<file path="src/rtl/conv_filt_pkg.sv">
// Shared types and constants for the convolution line-timing path.
package conv_filt_pkg;

  typedef enum logic [1:0] {IDLE, MEASURE, VERIFY, LOCKED} state_t;

  localparam int DEF_ADDR_W   = 12;
  localparam int DEF_LOCK_N   = 2;
  localparam int DEF_UNLOCK_N = 2;
  localparam int DEF_KERNEL_R = 2;

  // Bit positions inside the {top,bottom,left,right} border word
  localparam int BRD_T = 3;
  localparam int BRD_B = 2;
  localparam int BRD_L = 1;
  localparam int BRD_R = 0;

endpackage

</file>
<file path="src/rtl/line_timing_ctrl_if.sv">
// Receiver-timing inputs and sequencer outputs of the line timing controller.
interface line_timing_ctrl_if
  import conv_filt_pkg::*;
#(
  parameter int ADDR_W = DEF_ADDR_W
);
  logic              rx_hs;
  logic              rx_vs;
  logic              rx_dv;
  logic [7:0]        sw;
  logic              locked;
  logic [ADDR_W-1:0] line_len;
  logic [ADDR_W-1:0] addr;
  logic [7:0]        coef_sel;
  logic [3:0]        border;

  modport master (
    output rx_hs, rx_vs, rx_dv, sw,
    input  locked, line_len, addr, coef_sel, border
  );

  modport slave (
    input  rx_hs, rx_vs, rx_dv, sw,
    output locked, line_len, addr, coef_sel, border
  );
endinterface

</file>
<file path="src/rtl/sync_edge_det.sv">
// Single-register edge detector: rise/fall compare the live input with last cycle's sample.
module sync_edge_det (
  input  logic clk,
  input  logic rst,
  input  logic d,
  output logic rise,
  output logic fall
);
  logic q;

  always_ff @(posedge clk) begin
    if (rst) q <= 1'b0;
    else     q <= d;
  end

  assign rise = d & ~q;
  assign fall = ~d & q;
endmodule

</file>
<file path="src/rtl/line_timing_ctrl.sv">
// Line-period lock, cyclic line-buffer address, pixel position/border flags and
// frame-synchronous filter select for the 5-line convolution path.
module line_timing_ctrl
  import conv_filt_pkg::*;
#(
  parameter int ADDR_W   = DEF_ADDR_W,
  parameter int LOCK_N   = DEF_LOCK_N,
  parameter int UNLOCK_N = DEF_UNLOCK_N,
  parameter int KERNEL_R = DEF_KERNEL_R
) (
  input logic               clk,
  input logic               rst,
  line_timing_ctrl_if.slave bus
);
  localparam logic [ADDR_W-1:0] CNT_MAX   = '1;
  localparam logic [ADDR_W-1:0] ONE       = ADDR_W'(1);
  localparam logic [ADDR_W-1:0] KR        = ADDR_W'(KERNEL_R);
  localparam logic [7:0]        LOCK_TH   = 8'(LOCK_N);
  localparam logic [7:0]        UNLOCK_TH = 8'(UNLOCK_N);

  logic hs_rise, vs_rise, dv_rise, dv_fall;
  logic hs_fall_unused, vs_fall_unused;

  sync_edge_det u_hs (.clk(clk), .rst(rst), .d(bus.rx_hs), .rise(hs_rise), .fall(hs_fall_unused));
  sync_edge_det u_vs (.clk(clk), .rst(rst), .d(bus.rx_vs), .rise(vs_rise), .fall(vs_fall_unused));
  sync_edge_det u_dv (.clk(clk), .rst(rst), .d(bus.rx_dv), .rise(dv_rise), .fall(dv_fall));

  state_t            state, state_n;
  logic [ADDR_W-1:0] period, cand, cand_n, line_len_r, line_len_n, addr_r, addr_n;
  logic [7:0]        match_cnt, match_n, miss_cnt, miss_n, coef_r;
  logic              locked_r, sat;

  // A saturated period means hs has gone away; an hs rise that same cycle still counts.
  assign sat = (period == CNT_MAX) && !hs_rise;

  always_comb begin
    state_n    = state;
    cand_n     = cand;
    match_n    = match_cnt;
    miss_n     = miss_cnt;
    line_len_n = line_len_r;
    if (sat) begin
      state_n = IDLE;
    end else if (hs_rise) begin
      case (state)
        IDLE: state_n = MEASURE;
        MEASURE: begin
          state_n = VERIFY;
          cand_n  = period;
          match_n = 8'd1;
        end
        VERIFY: begin
          if (period == cand) begin
            match_n = match_cnt + 8'd1;
            if (match_n >= LOCK_TH) begin
              state_n    = LOCKED;
              line_len_n = cand;
              miss_n     = '0;
            end
          end else begin
            cand_n  = period;
            match_n = 8'd1;
          end
        end
        LOCKED: begin
          if (period == line_len_r) begin
            miss_n = '0;
          end else begin
            miss_n = miss_cnt + 8'd1;
            if (miss_n >= UNLOCK_TH) begin
              state_n = VERIFY;
              cand_n  = period;
              match_n = 8'd1;
            end
          end
        end
        default: state_n = IDLE;
      endcase
    end
    // Free-running once locked; zero on lock entry and whenever not locked.
    addr_n = '0;
    if (state == LOCKED && state_n == LOCKED)
      addr_n = (addr_r >= line_len_r - ONE) ? '0 : addr_r + ONE;
  end

  always_ff @(posedge clk) begin
    if (rst) begin
      state      <= IDLE;
      period     <= '0;
      cand       <= '0;
      match_cnt  <= '0;
      miss_cnt   <= '0;
      line_len_r <= '0;
      addr_r     <= '0;
      locked_r   <= 1'b0;
      coef_r     <= '0;
    end else begin
      state      <= state_n;
      period     <= hs_rise ? ONE : ((period == CNT_MAX) ? CNT_MAX : period + ONE);
      cand       <= cand_n;
      match_cnt  <= match_n;
      miss_cnt   <= miss_n;
      line_len_r <= line_len_n;
      addr_r     <= addr_n;
      locked_r   <= (state_n == LOCKED);
      if (vs_rise && locked_r) coef_r <= bus.sw;
    end
  end

  logic [ADDR_W-1:0] col, row, act_w, act_h, pix_col, pix_row;
  logic [3:0]        border_r, border_n;

  // col still holds the previous line's count on the dv rise cycle, so index the pixel from 0 there.
  assign pix_col = dv_rise ? '0 : col;
  assign pix_row = vs_rise ? '0 : row;

  always_comb begin
    border_n = '0;
    if (bus.rx_dv) begin
      border_n[BRD_L] = pix_col < KR;
      border_n[BRD_R] = (act_w != '0) && ((act_w < KR) || (pix_col >= act_w - KR));
      border_n[BRD_T] = pix_row < KR;
      border_n[BRD_B] = (act_h != '0) && ((act_h < KR) || (pix_row >= act_h - KR));
    end
  end

  always_ff @(posedge clk) begin
    if (rst) begin
      col      <= '0;
      row      <= '0;
      act_w    <= '0;
      act_h    <= '0;
      border_r <= '0;
    end else begin
      border_r <= border_n;
      if (dv_rise)                          col <= ONE;
      else if (bus.rx_dv && col != CNT_MAX) col <= col + ONE;
      if (dv_fall) act_w <= col;
      if (vs_rise) begin
        row   <= '0;
        act_h <= row;
      end else if (dv_fall && row != CNT_MAX) begin
        row <= row + ONE;
      end
    end
  end

  assign bus.locked   = locked_r;
  assign bus.line_len = line_len_r;
  assign bus.addr     = addr_r;
  assign bus.coef_sel = coef_r;
  assign bus.border   = border_r;
endmodule

</file>
<file path="src/flat_wrapper.sv">
// flat-port wrapper written by rule: the top's interface ports become plain ports
module line_timing_ctrl_flat import conv_filt_pkg::*;
#(
  parameter int ADDR_W   = DEF_ADDR_W,
  parameter int LOCK_N   = DEF_LOCK_N,
  parameter int UNLOCK_N = DEF_UNLOCK_N,
  parameter int KERNEL_R = DEF_KERNEL_R
)
  (clk, rst, bus_rx_hs, bus_rx_vs, bus_rx_dv, bus_sw, bus_locked, bus_line_len, bus_addr, bus_coef_sel, bus_border);
  line_timing_ctrl_if #(.ADDR_W(ADDR_W)) bus_i ();
  input logic clk;
  input logic rst;
  input wire logic [$bits(bus_i.rx_hs)-1:0] bus_rx_hs;
  input wire logic [$bits(bus_i.rx_vs)-1:0] bus_rx_vs;
  input wire logic [$bits(bus_i.rx_dv)-1:0] bus_rx_dv;
  input wire logic [$bits(bus_i.sw)-1:0] bus_sw;
  output wire logic [$bits(bus_i.locked)-1:0] bus_locked;
  output wire logic [$bits(bus_i.line_len)-1:0] bus_line_len;
  output wire logic [$bits(bus_i.addr)-1:0] bus_addr;
  output wire logic [$bits(bus_i.coef_sel)-1:0] bus_coef_sel;
  output wire logic [$bits(bus_i.border)-1:0] bus_border;
  assign bus_i.rx_hs = bus_rx_hs;
  assign bus_i.rx_vs = bus_rx_vs;
  assign bus_i.rx_dv = bus_rx_dv;
  assign bus_i.sw = bus_sw;
  assign bus_locked = bus_i.locked;
  assign bus_line_len = bus_i.line_len;
  assign bus_addr = bus_i.addr;
  assign bus_coef_sel = bus_i.coef_sel;
  assign bus_border = bus_i.border;
  line_timing_ctrl #(.ADDR_W(ADDR_W), .LOCK_N(LOCK_N), .UNLOCK_N(UNLOCK_N), .KERNEL_R(KERNEL_R)) u_core (.clk(clk), .rst(rst), .bus(bus_i));
endmodule
</file>
<file path="config.mk">
export PLATFORM = sky130hd
export DESIGN_NAME = line_timing_ctrl_flat
export DESIGN_NICKNAME = d
export VERILOG_FILES = /design/src/rtl/conv_filt_pkg.sv /design/src/rtl/line_timing_ctrl_if.sv /design/src/rtl/sync_edge_det.sv /design/src/rtl/line_timing_ctrl.sv /design/src/flat_wrapper.sv
export SDC_FILE = /design/constraint.sdc
export NUM_CORES = 1
export LEC_CHECK = 0
export CORE_MARGIN = 2
export CORE_UTILIZATION = 43
export DETAILED_ROUTE_END_ITERATION = 8
export PLACE_DENSITY = 0.64
export SLEW_MARGIN = 15
export SYNTH_ARGS = -nofsm -noshare
export SYNTH_HDL_FRONTEND = slang
export SYNTH_SLANG_ARGS = --single-unit
</file>
<file path="constraint.sdc">
create_clock -name clk -period 5.7 [get_ports clk]
set_input_delay 1.14 -clock clk [delete_from_list [all_inputs] [get_ports clk]]
set_output_delay 1.14 -clock clk [all_outputs]
set_load 0.02 [all_outputs]
</file>
-- Word-level counts from Yosys, hierarchy flattened
Cells that the tools add are included.
- logic and storage cells: 111
- output and inout bits: 37
- flip-flop bits (word level): 130
- input bits: 13
- bitwise operators: 10
- order comparisons: 9
- $add $sub $neg: 9
- mux-type cells: 25
- equal/unequal tests: 14
- reduce and logical (&&, ||, !) cells: 25
- operators by type and width (cell ; count):
    two-way mux 12 bit ; 6
    adder 12 x 1 -> 12 bit, second input constant ; 4
    < comparator 12 x 2 -> 1 bit, second input constant ; 4
    two-way mux 8 bit ; 6
    >= comparator 12 bit ; 3
    case mux 12 bit (3 select lines) ; 1
    equality test 12 bit ; 2
    inequality test 12 bit, second input constant ; 2
    case mux 8 bit (3 select lines) ; 1
    nonzero test 12 bit ; 2
    subtractor 12 x 2 -> 12 bit, second input constant ; 2
    adder 8 x 1 -> 8 bit, second input constant ; 2
    >= comparator 8 x 2 -> 1 bit, second input constant ; 2
    case mux 8 bit (2 select lines) ; 1
    AND reduction 5 bit ; 3
    equality test 12 bit, second input constant ; 1
    two-way mux 2 bit ; 6
    subtractor 12 x 1 -> 12 bit, second input constant ; 1
    case mux 2 bit (4 select lines) ; 1
    OR reduction 2 bit ; 4
    logical AND 1 bit ; 7
    equality test 2 bit, second input constant ; 3
    inequality test 2 x 1 -> 1 bit, second input constant ; 3
    inverter 1 bit ; 6
    other kinds (11) ; 19

-- Longest topological paths before layout
- depth in word-level cells: 11
- depth in mapped cells: 13
- mapped depth without buffers: 12

-- By module
A second synthesis with hierarchy kept.
- cell total of the unflattened synthesis: 848
- area total of the unflattened synthesis: 7353.3 um^2
- modules (own cells, without submodules) (module ; instances ; cells each ; sequential area each (um^2) ; area each (um^2)):
    line_timing_ctrl ; 1 ; 836 ; 2542.4 ; 7236.9
    sync_edge_det ; 3 ; 4 ; 20.0 ; 38.8

-- Worst setup path before layout
No wires, ideal clock.
- kind: input -> register
- from: input port bus_rx_vs
- to: register u_core.border_r[2], in the netlist u_core.bus.border[2]
- stages on the path: 11
- required time: 5.576 ns
- path buffers: 2
- slack: 2.473 ns
- arrival time: 3.103 ns
- library setup time: 0.124 ns
- cell sequence: nand2b_1 -> clkbuf_1 -> clkbuf_1 -> and2_1 -> ha_1 -> a21o_1 -> a21o_1 -> a2111oi_0 -> o21ai_0 -> a221oi_1 -> a21oi_1
- word-level cells in the longest chain between the ends: 5
- ends and longest elaborated chain (what ; RTL line ; RTL):
    from (decl) ; flat_wrapper.sv:14 ; input wire logic [$bits(bus_i.rx_vs)-1:0] bus_rx_vs;
    bitwise AND 1 bit ; sync_edge_det.sv:16 ; assign rise = d & ~q;
    two-way mux 12 bit ; line_timing_ctrl.sv:115 ; assign pix_row = vs_rise ? '0 : row;
    >= comparator 12 bit ; line_timing_ctrl.sv:123 ; border_n[BRD_B] = (act_h != '0) && ((act_h < KR) || (pix_row >= act_h - KR));
    logical OR 1 bit ; line_timing_ctrl.sv:123 ;
    logical AND 1 bit ; line_timing_ctrl.sv:123 ;
    to (signal assigned) ; line_timing_ctrl.sv:135 ; border_r <= border_n;
    to (decl) ; line_timing_ctrl.sv:111 ; logic [3:0] border_r, border_n;
No other way between the ends.
A chain may end at the register's enable or synchronous reset.

-- Worst setup path in the final report
Ends and elaborated chain as after synthesis.

==> impl_results.md <==
- Status: complete, no violations
- Layout Nets: 976
- Slowest stage delay, CP: 0.48 ns
- Ant. Diodes: 0
- DR vias: 6069
- Hpwl dp: 11.2 mm
- Area Overhead vs Synth: 16.5%
- Register area: 0.00260 sq mm
- Die Width: 134 microns
- Fin. max-slew vios: 0
- GR peak layer: met2
- Setup TNS: 0 ns
- Hold Crit Start: u_core.bus.coef_sel[4]$_SDFFE_PP0P_
- Leakage power: 3.33 nW
- Crit-path cells: clkdlybuf4s50_1, nand2b_1, buf_4, and2_1, ha_1, a21o_1, a21o_1, a2111oi_0, o21ai_0, a221oi_1, a21oi_1
- Syn Area/Cell: 8.17 sq um
- Finished layout cell area: 0.00851 sq mm
- Fraction of layout cells with a size suffix above 1: 5.27%
- Worst r2r src: u_core.bus.line_len[2]$_SDFFE_PP0P_
- Global Route met2 Usage: 30.6%
- Area of the multi-input gates: 0.00442 sq mm
- Critical Path AT: 3.60 ns
- Final setup vio count: 0
- Fill count: 1614
- Pre-Repair DR Iteration Count: 4
- Synth top area cells: dfxtp_1, ha_1, nand2_1, xnor2_1, a21oi_1
- Period utilization: 57.8%
- Clock transition at path regs: 0.06 ns
- Int Pwr: 1.65 mW
- Post-CTS Setup Inserts: 0
- FF+latch count, synth: 130
- Sequential power share: 43.3%
- Mapped Cells: 894
- Min-delay worst type: flop to flop
- Met1 Track Usage GR: 25.0%
- RSZ-0062 raised after global routing: no
- Worst vdd ir: 0.232 mV
- Detail Route Antenna Nets: 0
- Post-synthesis cell area: 0.00731 sq mm
- Synth Net Count: 954
- First-pass GRT wire length: 27.7 mm
- Critical Path Fanout Max: 26
- Synth top cells by count: nand2_1, dfxtp_1, nor2_1
- M3 GR Usage: 4.16%
- TritonCTS clock tree: yes
- Crit path launch: bus_rx_vs
- Detailed Route Iter0 Violations: 299
- Wirelength per Cell: 14.4 microns
- TritonCTS Buffers: 17
- Most used flip-flop cell after synthesis: dfxtp_1
- Top-count cell post-synth: nand2_1
- Switching component of the power: 0.489 mW
- DR DRC count: 0
- Distinct cells, synth: 59
- H-tree Lvls: 4
- Most common cell on crit path: a21o_1
- Largest net degree at the start of global routing: 80
- Area leader, netlist: dfxtp_1
- Startpoint Class: input port
- Power Density: 251 mW/mm^2
- I/O Pins: 50
- Final WL: 16.5 mm
- Post-synth EDFFs: 0
- Total track usage: 18.9%
- Clk sink count: 130
- Total gr overflow: 0
- Initial antenna violation count: 0
- Final Skew: 0.0123 ns
- Clock buffer depth: 2
- CTS resizes: 0
- Die H: 134 microns
- Post-cts hold buffer count: 0
- Port Buffer Count: 49
- Max-slew headroom: 34.4%
- Async S/R FF share, synth: 0%
- Placed cells: 1117
- Placeable core area: 0.0166 sq mm
- GPL Wtd Cong: 0.779
- Worst EP required: 6.01 ns
- Vias per Instance: 5.28
- Share of the synthesized area in the top cell type: 35.6%
- Worst Setup Path Type: input port to flop
- Max Cap Viol: 0
- Clock share of power: 52.2%
- Worst Setup End Kind: flop
- Starting Density: 44.1%
- Clock Latency Late Sink: 0.43 ns
- Final core occ: 51.3%
- Warnings from Yosys: 0
- Tmin final: 3.29 ns
- Full die area: 0.0181 sq mm
- Vias in the first global route: 5577
- Register area share after synthesis: 35.6%
- Row count: 47
- CP bufs+invs: 2
- Non-Filler Instances: 1149
- Least-Margin Pin Slew: 0.977 ns
- Slowest cell on crit path: clkdlybuf4s50_1
- Kind of cell adding the most delay to the critical path: compound AO/OA/AOI/OAI gates
- Fmax: 304 MHz
- Hold Fails Final Rpt: 0
- Combinational share of power: 4.5%
- Post-placement cell area: 0.00791 sq mm
- Switch share: 22.9%
- Root Driver: clkbuf_16
## final cells by class
type	instances	share of cell area (%)
Clock buffer	20	5.25
Timing Repair Buffer	55	6.23
Inverter	21	0.926
Sequential cell	130	30.6
Tap cell	220	3.23
Clock inverter	12	1.85
Multi-Input combinational cell	691	51.9
## final timing paths
kind / to / slack, ns / cells after the start
hold / removal: u_core.bus.coef_sel[4]$_SDFFE_PP0P_ / 0.45 / 2
setup reg to reg: u_core.bus.addr[8]$_SDFF_PP0_ / 2.69 / 11
hold reg to reg: u_core.bus.coef_sel[4]$_SDFFE_PP0P_ / 0.45 / 2
setup / recovery: u_core.bus.border[2]$_SDFF_PP0_ / 2.41 / 11
## logic make-up after synthesis
logic type	after synthesis	synth area share, %
AND/OR/NAND/NOR	381	25.3
AO/OA/AOI/OAI	159	14.2
flip-flops	130	35.6
XOR/XNOR	86	10.3
buffers and inverters	73	4.01
adder cells (fa/ha/maj)	47	8.05
multiplexers	18	2.47
## stage by stage
step / power (mW) / hold WS (ns) / setup WS, ns
2_1_floorplan: 1.01 / 0.450 / 2.47
3_3_place_gp: 1.04 / 0.441 / 2.06
3_5_place_dp: 1.04 / 0.446 / 1.99
4_1_cts: 2.16 / 0.454 / 2.40
5_1_grt: 2.21 / 0.468 / 2.15
6_report: 2.14 / 0.450 / 2.41
## power groups by stage
stage | Clock, mW | Sequential (mW) | Combinational (mW)
after floorplan | 0 | 0.944 | 0.0662
after global placement | 0 | 0.946 | 0.0948
after detailed placement | 0 | 0.946 | 0.0955
after global routing | 1.17 | 0.927 | 0.106
final | 1.12 | 0.926 | 0.0953
after CTS | 1.14 | 0.926 | 0.0962
## registers in the layout (all words and copies together) (netlist names)
name / cells
u_core.bus.coef_sel: 8
u_core.col: 12
u_core.match_cnt: 8
u_core.bus.addr: 12
u_core.row: 12
u_core.act_h: 12
u_core.act_w: 12
u_core.miss_cnt: 8
u_core.u_vs.q: 1
u_core.u_dv.q: 1
u_core.state: 2
u_core.bus.border: 4
u_core.period: 12
u_core.bus.line_len: 12
u_core.bus.locked: 1
u_core.cand: 12
u_core.u_hs.q: 1
## placed cells by master (no fill, tap or decap), types with 17 or more instances in the layout
cell type,instances
inv_1,20
ha_1,47
a21oi_1,71
and2_1,24
nand4_1,20
xnor2_1,51
mux2i_1,18
clkdlybuf4s50_1,48
nand2_1,134
clkbuf_16,17
nor3_1,19
dfxtp_1,130
xor2_1,35
nor2_1,80
nand3_1,30
## per-layer routing
layer	wire [microns]	up-vias	part of all wire [%]
met5	0	-	0
met4	187	0	1.1
met3	517	12	3.1
met2	7680	97	47
met1	8110	2794	49
li1	-	3166	-
## worst register-to-register path, delay by kind of cell, from the launching register on
family | cells | cell delay (ns)
adders and majority gates | 1 | 0.19
DFF | 1 | 0.39
AOI/OAI and AO/OA | 5 | 1.10
and+or+nand+nor | 4 | 1.08
xor gates and xnor gates | 1 | 0.16
(Power assumes the default switching activity.)
